## config.mk

```make
export PLATFORM = sky130hd
export DESIGN_NAME = seg7_capture_flat
export DESIGN_NICKNAME = d
export VERILOG_FILES = /design/src/rtl/seg7_capture_if.sv /design/src/rtl/seg7_capture.sv /design/src/flat_wrapper.sv
export SDC_FILE = /design/constraint.sdc
export NUM_CORES = 1
export LEC_CHECK = 0
export CELL_PAD_IN_SITES_DETAIL_PLACEMENT = 1
export CELL_PAD_IN_SITES_GLOBAL_PLACEMENT = 1
export CORE_AREA = 2 2 96 98
export CTS_CLUSTER_SIZE = 24
export DETAILED_ROUTE_END_ITERATION = 7
export DIE_AREA = 0 0 98 100
export MAX_ROUTING_LAYER = met4
export PLACE_DENSITY = 0.84
export SLEW_MARGIN = 15
export SYNTH_ARGS = -nofsm -noshare
export SYNTH_HDL_FRONTEND = slang
export SYNTH_SLANG_ARGS = --single-unit
```

## constraint.sdc

```tcl
create_clock -name clk -period 2.9 [get_ports clk]
set_clock_uncertainty 0.2 [all_clocks]
set_input_delay 0.29 -clock clk [delete_from_list [all_inputs] [get_ports clk]]
set_output_delay 0.29 -clock clk [all_outputs]
set_load 0.05 [all_outputs]
```

## src/rtl/seg7_capture_if.sv

```systemverilog
// Bus between the multiplexed seven-segment pins and the capture block:
// raw select/segment inputs plus the decoded readback and strobes.
interface seg7_capture_if;
  logic [7:0]  sel_in;
  logic [6:0]  seg_in;
  logic [31:0] digits_out;
  logic [7:0]  valid_out;
  logic        upd_pulse;
  logic [2:0]  upd_idx;
  logic        err_pulse;
  logic [7:0]  err_cnt;

  modport master (
    output sel_in,
    output seg_in,
    input  digits_out,
    input  valid_out,
    input  upd_pulse,
    input  upd_idx,
    input  err_pulse,
    input  err_cnt
  );

  modport slave (
    input  sel_in,
    input  seg_in,
    output digits_out,
    output valid_out,
    output upd_pulse,
    output upd_idx,
    output err_pulse,
    output err_cnt
  );
endinterface

```

## src/rtl/seg7_capture.sv

```systemverilog
// Samples a time-multiplexed seven-segment bus, debounces each select/pattern
// window and decodes it back to a BCD value per digit, flagging bad windows.
module seg7_capture #(
  parameter int STABLE_CYCLES = 4
) (
  input  logic          clk,
  input  logic          rst_n,
  seg7_capture_if.slave bus
);

  localparam logic [7:0] CNT_MAX   = 8'(STABLE_CYCLES - 1);
  localparam logic [6:0] SEG_BLANK = 7'h7F;

  typedef enum logic {
    TRACK,
    DONE
  } state_t;

  state_t      state_reg;
  state_t      state_next;

  logic [7:0]  sel_reg;
  logic [6:0]  seg_reg;
  logic [7:0]  cnt_reg;
  logic [7:0]  cnt_next;
  logic        same;
  logic        commit;

  logic [3:0]  dec_value;
  logic        dec_ok;
  logic        is_blank;
  logic        sel_nonzero;
  logic        sel_onehot;
  logic [2:0]  sel_idx;
  logic        commit_digit;
  logic        commit_err;

  logic        upd_pulse_reg;
  logic        err_pulse_reg;
  logic [2:0]  upd_idx_reg;
  logic [7:0]  err_cnt_reg;

  // Input stage: every decision downstream is taken from this sample.
  always_ff @(posedge clk or negedge rst_n) begin
    if (!rst_n) begin
      sel_reg <= 8'h00;
      seg_reg <= SEG_BLANK;
    end else begin
      sel_reg <= bus.sel_in;
      seg_reg <= bus.seg_in;
    end
  end

  // The sample about to be taken equals the held one, so cnt_next describes
  // the window the register will hold after this edge.
  assign same = (bus.sel_in == sel_reg) && (bus.seg_in == seg_reg);

  always_comb begin
    cnt_next = 8'd0;
    if (!same) begin
      cnt_next = 8'd0;
    end else if (cnt_reg >= CNT_MAX) begin
      cnt_next = CNT_MAX;
    end else begin
      cnt_next = cnt_reg + 8'd1;
    end
  end

  always_ff @(posedge clk or negedge rst_n) begin
    if (!rst_n) begin
      cnt_reg <= 8'd0;
    end else begin
      cnt_reg <= cnt_next;
    end
  end

  always_ff @(posedge clk or negedge rst_n) begin
    if (!rst_n) begin
      state_reg <= TRACK;
    end else begin
      state_reg <= state_next;
    end
  end

  // An idle bus (sel = 0) stays in TRACK so it never commits.
  always_comb begin
    state_next = state_reg;
    commit     = 1'b0;
    case (state_reg)
      TRACK: begin
        if (same && (cnt_next == CNT_MAX) && sel_nonzero) begin
          commit     = 1'b1;
          state_next = DONE;
        end
      end
      DONE: begin
        if (!same) begin
          state_next = TRACK;
        end
      end
      default: begin
        state_next = TRACK;
      end
    endcase
  end

  always_comb begin
    dec_value = 4'd0;
    dec_ok    = 1'b1;
    case (seg_reg)
      7'b0000001: dec_value = 4'd0;
      7'b1001111: dec_value = 4'd1;
      7'b0010010: dec_value = 4'd2;
      7'b0000110: dec_value = 4'd3;
      7'b1001100: dec_value = 4'd4;
      7'b0100100: dec_value = 4'd5;
      7'b0100000: dec_value = 4'd6;
      7'b0001111: dec_value = 4'd7;
      7'b0000000: dec_value = 4'd8;
      7'b0000100: dec_value = 4'd9;
      default:    dec_ok    = 1'b0;
    endcase
  end

  assign is_blank    = (seg_reg == SEG_BLANK);
  assign sel_nonzero = (sel_reg != 8'h00);
  assign sel_onehot  = sel_nonzero && ((sel_reg & (sel_reg - 8'd1)) == 8'h00);

  always_comb begin
    sel_idx = 3'd0;
    for (int i = 0; i < 8; i++) begin
      if (sel_reg[i]) begin
        sel_idx = 3'(i);
      end
    end
  end

  assign commit_digit = commit && sel_onehot;
  assign commit_err   = commit && (!sel_onehot || (!dec_ok && !is_blank));

  always_ff @(posedge clk or negedge rst_n) begin
    if (!rst_n) begin
      upd_pulse_reg <= 1'b0;
      err_pulse_reg <= 1'b0;
      upd_idx_reg   <= 3'd0;
      err_cnt_reg   <= 8'd0;
    end else begin
      upd_pulse_reg <= commit;
      err_pulse_reg <= commit_err;
      if (commit_digit) begin
        upd_idx_reg <= sel_idx;
      end
      if (commit_err && (err_cnt_reg != 8'hFF)) begin
        err_cnt_reg <= err_cnt_reg + 8'd1;
      end
    end
  end

  // One value/valid pair per digit slot; only the selected slot listens.
  genvar gi;
  generate
    for (gi = 0; gi < 8; gi++) begin : g_digit
      logic [3:0] value_reg;
      logic       valid_reg;

      always_ff @(posedge clk or negedge rst_n) begin
        if (!rst_n) begin
          value_reg <= 4'd0;
          valid_reg <= 1'b0;
        end else if (commit_digit && sel_reg[gi]) begin
          if (dec_ok) begin
            value_reg <= dec_value;
            valid_reg <= 1'b1;
          end else if (is_blank) begin
            valid_reg <= 1'b0;
          end
        end
      end

      assign bus.digits_out[4*gi +: 4] = value_reg;
      assign bus.valid_out[gi]         = valid_reg;
    end
  endgenerate

  assign bus.upd_pulse = upd_pulse_reg;
  assign bus.err_pulse = err_pulse_reg;
  assign bus.upd_idx   = upd_idx_reg;
  assign bus.err_cnt   = err_cnt_reg;

endmodule

```

## src/flat_wrapper.sv

```systemverilog
// flat-port wrapper written by rule: the top's interface ports become plain ports
module seg7_capture_flat 
#(
  parameter int STABLE_CYCLES = 4
)
  (clk, rst_n, bus_sel_in, bus_seg_in, bus_digits_out, bus_valid_out, bus_upd_pulse, bus_upd_idx, bus_err_pulse, bus_err_cnt);
  seg7_capture_if bus_i ();
  input  logic clk;
  input  logic rst_n;
  input wire logic [$bits(bus_i.sel_in)-1:0] bus_sel_in;
  input wire logic [$bits(bus_i.seg_in)-1:0] bus_seg_in;
  output wire logic [$bits(bus_i.digits_out)-1:0] bus_digits_out;
  output wire logic [$bits(bus_i.valid_out)-1:0] bus_valid_out;
  output wire logic [$bits(bus_i.upd_pulse)-1:0] bus_upd_pulse;
  output wire logic [$bits(bus_i.upd_idx)-1:0] bus_upd_idx;
  output wire logic [$bits(bus_i.err_pulse)-1:0] bus_err_pulse;
  output wire logic [$bits(bus_i.err_cnt)-1:0] bus_err_cnt;
  assign bus_i.sel_in = bus_sel_in;
  assign bus_i.seg_in = bus_seg_in;
  assign bus_digits_out = bus_i.digits_out;
  assign bus_valid_out = bus_i.valid_out;
  assign bus_upd_pulse = bus_i.upd_pulse;
  assign bus_upd_idx = bus_i.upd_idx;
  assign bus_err_pulse = bus_i.err_pulse;
  assign bus_err_cnt = bus_i.err_cnt;
  seg7_capture #(.STABLE_CYCLES(STABLE_CYCLES)) u_core (.clk(clk), .rst_n(rst_n), .bus(bus_i));
endmodule
```

# Word level (Yosys, flattened, before mapping)
# Index checks and enable logic that the tools add are counted.
# classes
n_reduce_logical,41
n_eq_ne,14
n_lt_le_gt_ge,1
addsub,3
n_mux,17
bitwise,2
# ops
op,count
4-bit case mux with 9 select lines,1
2-bit AND reduction,16
7-bit == test (second input constant),3
8-bit by 1-bit adder with 8-bit output (second input constant),2
1-bit logical AND,16
8-bit 2-to-1 mux,2
7-bit by 3-bit == test with 1-bit output (second input constant),2
7-bit by 6-bit == test with 1-bit output (second input constant),2
3-bit 2-to-1 mux,4
10-bit OR reduction,1
8-bit AND,1
8-bit by 2-bit == test with 1-bit output (second input constant),1
8-bit == test,1
8-bit by 2-bit >= comparator with 1-bit output (second input constant),1
8-bit logical NOT,1
8-bit inequality test (second input constant),1
8-bit nonzero test,1
8-bit by 1-bit subtractor with 8-bit output (second input constant),1
7-bit by 1-bit == test with 1-bit output (second input constant),1
7-bit by 4-bit == test with 1-bit output (second input constant),1
7-bit by 5-bit == test with 1-bit output (second input constant),1
7-bit == test,1
7-bit logical NOT,1
1-bit 2-to-1 mux,7
other kinds (6),9
# totals
inputBits,17
reg_bits,77

# Logic depth before layout (Yosys ltp)
# Gate-level depths: netlist of the first run.
# logic_depth
ltp_word,11
mapped_depth,8
ltp_nobuf,8

# Least setup slack after synthesis of the first run
# No wires, ideal clock.
# synth_path
path_kind,register -> register
startpoint,reg u_core.seg_reg[1]
endpoint,"reg u_core.err_cnt_reg[7], in the netlist u_core.bus.err_cnt[7]"
path_slack_ps,300
t_arrival_ps,2275
stages_incl_launch_ff,7
setup_time_ps,125
required_ps,2575
cell_sequence,dfstp_2 buf_2 nor3_1 o41ai_1 nand2_1 a2111oi_0 mux2_2
# synth_via
elab_chain_cells,10
elab_cells_between_ends,27
cone_classes,eq/ne (12); mux (4); reduce/logical (11)
# synth_rtl
item,line_no,source
from (decl),seg7_capture.sv:23,logic [6:0] seg_reg;
from (signal assigned),seg7_capture.sv:50,seg_reg <= bus.seg_in;
7-bit == test,seg7_capture.sv:56,assign same = (bus.sel_in == sel_reg) && (bus.seg_in == seg_reg);
1-bit logical AND,seg7_capture.sv:56,
8-bit 2-to-1 mux,seg7_capture.sv:60,if (!same) begin
8-bit by 2-bit == test with 1-bit output,seg7_capture.sv:91,if (same && (cnt_next == CNT_MAX) && sel_nonzero) begin
1-bit logical AND (2 in a row),seg7_capture.sv:91,
1-bit 2-to-1 mux,seg7_capture.sv:91,
1-bit 2-to-1 mux,seg7_capture.sv:89,case (state_reg)
1-bit logical AND (*),seg7_capture.sv:139,assign commit_err = commit && (!sel_onehot || (!dec_ok && !is_blank));
1-bit logical AND (*),seg7_capture.sv:153,if (commit_err && (err_cnt_reg != 8'hFF)) begin
to (signal assigned),seg7_capture.sv:154,err_cnt_reg <= err_cnt_reg + 8'd1;
to (decl),seg7_capture.sv:41,logic [7:0] err_cnt_reg;
# Every way passes the cells marked *; elsewhere a longest branch is shown, timed or not.
# A chain may end at the register's enable or synchronous reset.

# Final worst setup path of the first run
# layout_path
startpoint,reg u_core.sel_reg[4]
endpoint,reg u_core.g_digit[0].value_reg[2]
# layout_via
elab_chain_cells,11
elab_cells_between_ends,16
cone_classes,add/sub (1); eq/ne (2); mux (3); bitwise (1); reduce/logical (9)
# layout_rtl
item,line_no,source
from (decl),seg7_capture.sv:22,logic [7:0] sel_reg;
from (signal assigned),seg7_capture.sv:49,sel_reg <= bus.sel_in;
8-bit == test,seg7_capture.sv:56,
1-bit logical AND,seg7_capture.sv:56,
8-bit 2-to-1 mux,seg7_capture.sv:60,
8-bit by 2-bit == test with 1-bit output,seg7_capture.sv:91,
1-bit logical AND,seg7_capture.sv:91,
1-bit logical AND (*),seg7_capture.sv:91,
1-bit 2-to-1 mux (*),seg7_capture.sv:91,
1-bit 2-to-1 mux (*),seg7_capture.sv:89,
via u_core.commit,seg7_capture.sv:27,logic commit;
1-bit logical AND (*),seg7_capture.sv:138,assign commit_digit = commit && sel_onehot;
1-bit logical AND (*),seg7_capture.sv:170,end else if (commit_digit && sel_reg[gi]) begin
2-bit AND reduction (no line) (*),-,
to (signal assigned),seg7_capture.sv:172,value_reg <= dec_value;
to (decl),seg7_capture.sv:163,logic [3:0] value_reg;
# The timed path passes the listed nets; every way through them passes the cells marked *.

==> metrics.md, run 1 <==
| Metric | Value |
|---|---|
| Asr flop ratio synth | 100% |
| Buf/Inv on CP | 1 |
| CP startpoint kind | flip-flop |
| Synth warnings | 0 |
| Final Hold Violating Endpoints | 0 |
| Fmax | 351 MHz |
| # IOs | 70 |
| Worst Setup End Kind | flip-flop |
| Most common cell in the netlist | dfrtp_1 |
| DP Area | 0.00429 mm2 |
| Synth top cells by count | dfrtp_1, mux2_2, nand2_1 |
| Largest family of logic cells by synthesized area | multiplexers |
| CTS tree | built |
| Final Power | 2.08 mW |
| Global Route Usage Sum | 19.4% |
| Final GP Congestion | 0.825 |
| Final Util | 51.4% |
| Worst reg-to-reg setup slack | 50 ps |
| Core Region | 0.00889 mm2 |
| Clk sinks | 77 |
| HPWL Detailed | 6060 um |
| Family with the most delay on the worst path | simple AND/OR/NAND/NOR gates |
| Worst stage delay on the critical path | 600 ps |
| Drt pass-1 iters | 4 |
| Max clock buf depth | 2 |
| Max FO, Critical Path | 10 |
| # Max-Cap Violations | 0 |
| Initial antenna violation count | 0 |
| Power density cells | 454 mW/mm2 |
| # diodes | 0 |
| Clk_lat worst skew | 360 ps |
| Synth top area share | 50.2% |
| Run status | complete, no violations |
| Die Y | 100 um |
| Fin area | 0.00457 mm2 |
| Die W | 98 um |
| FF+latch count, synth | 77 |
| Worst vdd ir | 211 uV |
| Routed wire per std cell | 19.4 um |
| DRT iter0 DRCs | 105 |
| Register area share after synthesis | 55.5% |
| Root Driver | clkbuf_8 |
| Vias/cell | 5.31 |
| Max reg flops | 32 |
| Most used DFF post-synth | dfrtp_1 |
| Critical-path cell with the highest stage delay | or4_4 |
| Port Buffers | 69 |
| Vias in the first global route | 2,663 |
| Synth Area in Adders | 0.717% |
| Post-route DRC | 0 |
| Actual slew at the worst max-slew pin | 984 ps |
| Mux cell area share after synthesis | 12.3% |
| Worst Hold Class | in2reg |
| Avg Cell Area, Syn | 12.5 um2 |
| Static leakage | 2.09 nW |
| Synth unique cells | 51 |
| Die area | 0.00980 mm2 |
| WL final | 9350 um |
| Cell taking the most area after synthesis | dfrtp_1 |
| H-tree levels | 3 |
| Compound-Gate Fraction of Synth Area | 9.22% |
| Synthesized cell area | 0.00349 mm2 |
| Final Max Slew Viols | 0 |
| EDFF count, synth | 0 |
| Largest net degree at the start of global routing | 78 |
| Worst-path cell chain | or4_4 -> nor4_1 -> a211oi_1 -> nand3_2 -> inv_2 -> nand4_1 -> mux2_2 |
| Ratio of cells with drive above 1 in the final layout | 24.9% |
| First-pass GRT wire length | 14,200 um |
| Placed Cells | 457 |
| Final #Nets | 384 |
| Cell row count | 35 |
| Post-Synth Simple-Gate Area | 11.7% |
| Antenna-violating nets left | 0 |
| Total gr overflow | 0 |
| Critical setup path kind | reg2reg |
| Data arrival, critical path | 2900 ps |
| Area growth syn-to-layout | 31.0% |
| Non-Filler Instances | 481 |
| Via count | 2,556 |
| Rel. slew slack | 34.4% |
| CTS buffer count | 9 |
| Starting Density | 39.2% |
| Tcrit/Tclk final | 98.4% |
| Min cycle time layout | 2850 ps |
| # setup viols final | 0 |
| Post-synthesis xor/xnor area fraction | 5.52% |
| Area contributors post-synth | dfrtp_1, mux2_2, dfstp_2 |
| Syn Inst Count | 280 |
| Fillers | 927 |
| Worst-path clk slew | 80 ps |
| Critical Path RT | 2950 ps |
## per-layer routing
layer | vias up | wire length (um) | GRT usage [%] | share of wire (%)
met2 | 57 | 4640 | 30.3 | 50
met5 | - | 0 | - | 0
met4 | 0 | 236 | 8.01 | 2.5
met1 | 1313 | 4200 | 25.4 | 45
met3 | 22 | 269 | 3.41 | 2.9
li1 | 1164 | - | - | -
## report_power, final
part	leakage, nW	internal [mW]	total, mW	switching, mW
sequential	1.02	1.09	1.12	0.0285
combinational	0.977	0.0575	0.135	0.0775
clock	0.0931	0.403	0.820	0.416
## final cells by class
cell class	count	area, um2	area share, %
clock buffers	10	128	2.79
inverters	12	45.0	0.986
flip-flops and latches	77	1940	42.4
well taps	111	139	3.04
clock inverters	6	71.3	1.56
multi-input cells	177	1400	30.7
repair buffers	88	846	18.5
## cell usage in the layout, fill, tap and decap left out, types with 3 or more instances in the layout
cell             Yosys  layout
clkbuf_8             0       9
xor2_1               9       9
mux2_2              38      38
a21oi_1              3       3
nor3_1               5       5
dfrtp_1             70      70
a2111oi_1            3       3
inv_1               11      11
buf_4                9      18
nor2_1              11      11
conb_1               1       6
xnor2_1             13      13
clkdlybuf4s50_1      0      68
a31oi_1              3       3
dfstp_2              7       7
nand3_1              3       3
nor4_1               4       4
nand4_1             10      10
o31ai_1              9       9
o21ai_0              4       4
nand2_1             20      20
nand4_4              3       3
## per-stage QoR
step / worst slack (ps) / setup TNS, ps / hold WS, ps
final: 47.6 / 0 / 182
after global routing: -109 / -1370 / 180
after CTS: 68.6 / 0 / 170
after detailed placement: 72.7 / 0 / 290
after global placement: 138 / 0 / 276
after floorplan: 300 / 0 / -206
## cells by family (layout without fill, tap and decap cells)
family          after synthesis  count (layout)
compound gates               40              40
buf+inv                      31             116
other cells                   1               6
flops                        77              77
fa+ha+maj                     2               2
simple gates                 69              69
mux                          38              38
xor+xnor                     22              22
## final timing paths
check / startpoint / end / depth (start not counted)
worst max-delay path: u_core.sel_reg[4]$_DFF_PN0_ / u_core.g_digit[0].value_reg[2]$_DFFE_PN0P_ / 7
worst min-delay path: bus_seg_in[1] / u_core.seg_reg[1]$_DFF_PN1_ / 1
worst max register to register: u_core.sel_reg[4]$_DFF_PN0_ / u_core.g_digit[0].value_reg[2]$_DFFE_PN0P_ / 7
worst min register to register: u_core.g_digit[6].value_reg[1]$_DFFE_PN0P_ / u_core.g_digit[6].value_reg[1]$_DFFE_PN0P_ / 1
max in group asynchronous: rst_n / u_core.g_digit[7].value_reg[1]$_DFFE_PN0P_ / 2
min in group asynchronous: rst_n / u_core.cnt_reg[2]$_DFF_PN0_ / 2
## worst reg2reg max path: cells and delay by family, from the launching register on
kind / cells / cell delay [ps]
AO/OA/AOI/OAI: 1 / 210
multiplexers: 1 / 380
buffers and inverters: 1 / 130
AND/OR/NAND/NOR: 4 / 1350
flip-flops: 1 / 480
## what timing repair did
item | 4_1_cts | 5_1_grt
buffers inserted | 0 | 7
resized for setup | 0 | 1
hold buffers | 1 | 0
setup endpoints to repair | 0 | 21
endpoints found under the hold margin | 70 | 0
Power figures use the tool's default switching activity.
==> run 2: changes to the inputs <==
CORE_AREA = 2 2 69 136   (was 2 2 96 98)
DIE_AREA = 0 0 71 138   (was 0 0 98 100)
RECOVER_POWER = 25   (was not set)
==> metrics.md, run 2 (synthesis results as in run 1) <==
| Metric | Value |
|---|---|
| Antenna-violating nets left | 0 (unchanged) |
| Cell row count | 49 (was 35) |
| Psw | 0.539 mW (was 0.522 mW) |
| HPWL Detailed | 6630 um (was 6060 um) |
| Actual slew at the worst max-slew pin | 1860 ps (was 984 ps) |
| Fin area | 0.00473 mm2 (was 0.00457 mm2) |
| Max FO, Critical Path | 15 (was 10) |
| Worst vdd ir | 319 uV (was 211 uV) |
| Largest net degree at the start of global routing | 78 (unchanged) |
| Final #Nets | 383 (was 384) |
| Static leakage | 2.17 nW (was 2.09 nW) |
| Clk pwr share | 51.0% (was 39.5%) |
| Power density cells | 543 mW/mm2 (was 454 mW/mm2) |
| Ratio of cells with drive above 1 in the final layout | 25.5% (was 24.9%) |
| Global Route Usage Sum | 21.4% (was 19.4%) |
| Worst Setup End Kind | flip-flop (unchanged) |
| # IOs | 70 (unchanged) |
| Family with the most delay on the worst path | simple AND/OR/NAND/NOR gates (unchanged) |
| # Max-Cap Violations | 1 (was 0) |
| Die area | 0.00980 mm2 (about the same) |
| Cell-internal power | 2.03 mW (was 1.55 mW) |
| # diodes | 0 (unchanged) |
| Total gr overflow | 0 (unchanged) |
| Worst-path clk slew | 60 ps (was 80 ps) |
| Port Buffers | 69 (unchanged) |
| # setup viols final | 0 (unchanged) |
| Clk sinks | 77 (unchanged) |
| Placed Cells | 446 (was 457) |
| Max clock buf depth | 2 (unchanged) |
| Die W | 71 um (was 98 um) |
| Starting Density | 39.2% (unchanged) |
| Worst-path cell chain | or4_4 -> nor4_2 -> and2_1 -> o21a_4 -> nand4_1 -> mux2_2 (was or4_4 -> nor4_1 -> a211oi_1 -> nand3_2 -> inv_2 -> nand4_1 -> mux2_2) |
| Rel. slew slack | -24.3% (was 34.4%) |
| Register share of total power | 43.9% (was 54.0%) |
| Root Driver | clkbuf_16 (was clkbuf_8) |
| Gate power share | 5.1% (was 6.5%) |
| Run status | complete, but fails checks (was complete, no violations) |
| Initial antenna violation count | 0 (unchanged) |
| Most common library cell in the layout ignoring fill and taps | dfrtp_1 (unchanged) |
| Vias/cell | 5.55 (was 5.31) |
| Area growth syn-to-layout | 35.5% (was 31.0%) |
| Max reg flops | 32 (unchanged) |
| Final Max Slew Viols | 78 (was 0) |
| Post-route DRC | 0 (unchanged) |
| Via count | 2,607 (was 2,556) |
| CTS tree | built (unchanged) |
| Critical-path cell with the highest stage delay | or4_4 (unchanged) |
| H-tree levels | 3 (unchanged) |
| Die Y | 138 um (was 100 um) |
| First-pass GRT wire length | 15,400 um (was 14,200 um) |
| DRT iter0 DRCs | 133 (was 105) |
| Final Hold Violating Endpoints | 0 (unchanged) |
| Data arrival, critical path | 2880 ps (was 2900 ps) |
| DP Area | 0.00426 mm2 (was 0.00429 mm2) |
| Routed wire per std cell | 20.7 um (was 19.4 um) |
| Vias in the first global route | 2,817 (was 2,663) |
| Final GP Congestion | 0.905 (was 0.825) |
| Violated checks | capacitance limit, slew limit |
| Core Region | 0.00889 mm2 (unchanged) |
| Worst Hold Class | reg2reg (was in2reg) |
| Min cycle time layout | 2860 ps (was 2850 ps) |
| Non-Filler Instances | 470 (was 481) |
| Worst stage delay on the critical path | 580 ps (was 600 ps) |
| WL final | 9710 um (was 9350 um) |
| Tcrit/Tclk final | 98.7% (was 98.4%) |
| Fmax | 349 MHz (was 351 MHz) |
| CP startpoint kind | flip-flop (unchanged) |
| Critical setup path kind | reg2reg (unchanged) |
| Clk_lat worst skew | 340 ps (was 360 ps) |
| Switch share | 21.0% (was 25.2%) |
| Setup TNS | 0 ps (unchanged) |
| Buf/Inv on CP | 0 (was 1) |
| Critical Path RT | 2920 ps (was 2950 ps) |
| Drt pass-1 iters | 4 (unchanged) |
| Most frequent cells in the layout | dfrtp_1, clkdlybuf4s50_1, mux2_2, nand2_1, buf_4 (unchanged) |
| CTS buffer count | 9 (unchanged) |
[run 2: cell types whose count changed in the layout (fill, tap and decap cells not counted), sizes merged]
| cell | change |
|---|---|
| clkdlybuf4s50 | -15 |
| dlygate4sd3 | +15 |
| buf | -2 |
| bufinv | +2 |
| clkbuf | +2 |
| clkinvlp | -2 |
| clkinv | -1 |
| inv | -1 |
[run 2: metal layers]
layer,track usage [%],wire length [um],up-vias
met5,-,0,-
met3,4.45,346,27
met1,22.1,3390,1343
met4,10.5,354,0
li1,-,-,1163
met2,37.7,5610,74
[run 2: path summary, 6_finish.rpt]
check                                                        endpoint  depth (start not counted)                                     from  slack [ps]
setup / recovery           u_core.g_digit[0].value_reg[0]$_DFFE_PN0P_                          6              u_core.sel_reg[6]$_DFF_PN0_          40
hold / removal                u_core.g_digit[3].valid_reg$_DFFE_PN0P_                          2  u_core.g_digit[3].valid_reg$_DFFE_PN0P_         300
setup reg to reg           u_core.g_digit[0].value_reg[0]$_DFFE_PN0P_                          6              u_core.sel_reg[6]$_DFF_PN0_          40
hold reg to reg               u_core.g_digit[3].valid_reg$_DFFE_PN0P_                          2  u_core.g_digit[3].valid_reg$_DFFE_PN0P_         300
max in group asynchronous  u_core.g_digit[1].value_reg[1]$_DFFE_PN0P_                          2                                    rst_n         600
min in group asynchronous           u_core.bus.err_cnt[0]$_DFFE_PN0P_                          2                                    rst_n         780
[run 2: worst register-to-register path, delay by kind of cell (launching register included)]
kind,cells,cell delay [ps]
DFF,1,500
and+or+nand+nor,4,1410
AOI/OAI and AO/OA,1,270
muxes,1,360
[run 2: layout make-up]
class,count,area (um2)
flip-flops and latches,77,1940
multi-input cells,177,1440
clock buffers,11,253
clock inverters,4,95.1
inverters,12,45.0
fillers,886,4160
well taps,102,128
repair buffers,87,823
[run 2: power groups by stage]
stage | Combinational [mW] | Clock, mW | Sequential (mW)
6_report | 0.131 | 1.31 | 1.13
5_1_grt | 0.144 | 1.38 | 1.13
2_1_floorplan | 0.0743 | 0 | 1.12
4_1_cts | 0.130 | 1.33 | 1.12
3_3_place_gp | 0.119 | 0 | 1.14
3_5_place_dp | 0.126 | 0 | 1.14
[run 2: stage by stage]
stage | hold WS [ps] | power (mW) | worst slack (ps) | utilization, %
2_1_floorplan | -206 | 1.20 | 300 | -
3_3_place_gp | 275 | 1.26 | 54.5 | 47.9
3_5_place_dp | 290 | 1.27 | -110 | 47.9
4_1_cts | 205 | 2.58 | 19.8 | 52.0
5_1_grt | 319 | 2.66 | -9.21 | 53.2
6_report | 304 | 2.57 | 37.7 | 53.2
[run 2: what timing repair did]
item | CTS | global route
endpoints found under the setup margin | 1 | 29
buffers inserted | 0 | 8
hold buffers | 1 | 0
pin swaps | 0 | 4
gates resized for setup | 1 | 6
endpoints found under the hold margin | 70 | 0
==> run 3: changes to the inputs <==
SLEW_MARGIN = not set   (was 15)
==> results of run 3 <==
No change in the layout: final DEF, timing and power equal those of run 2.
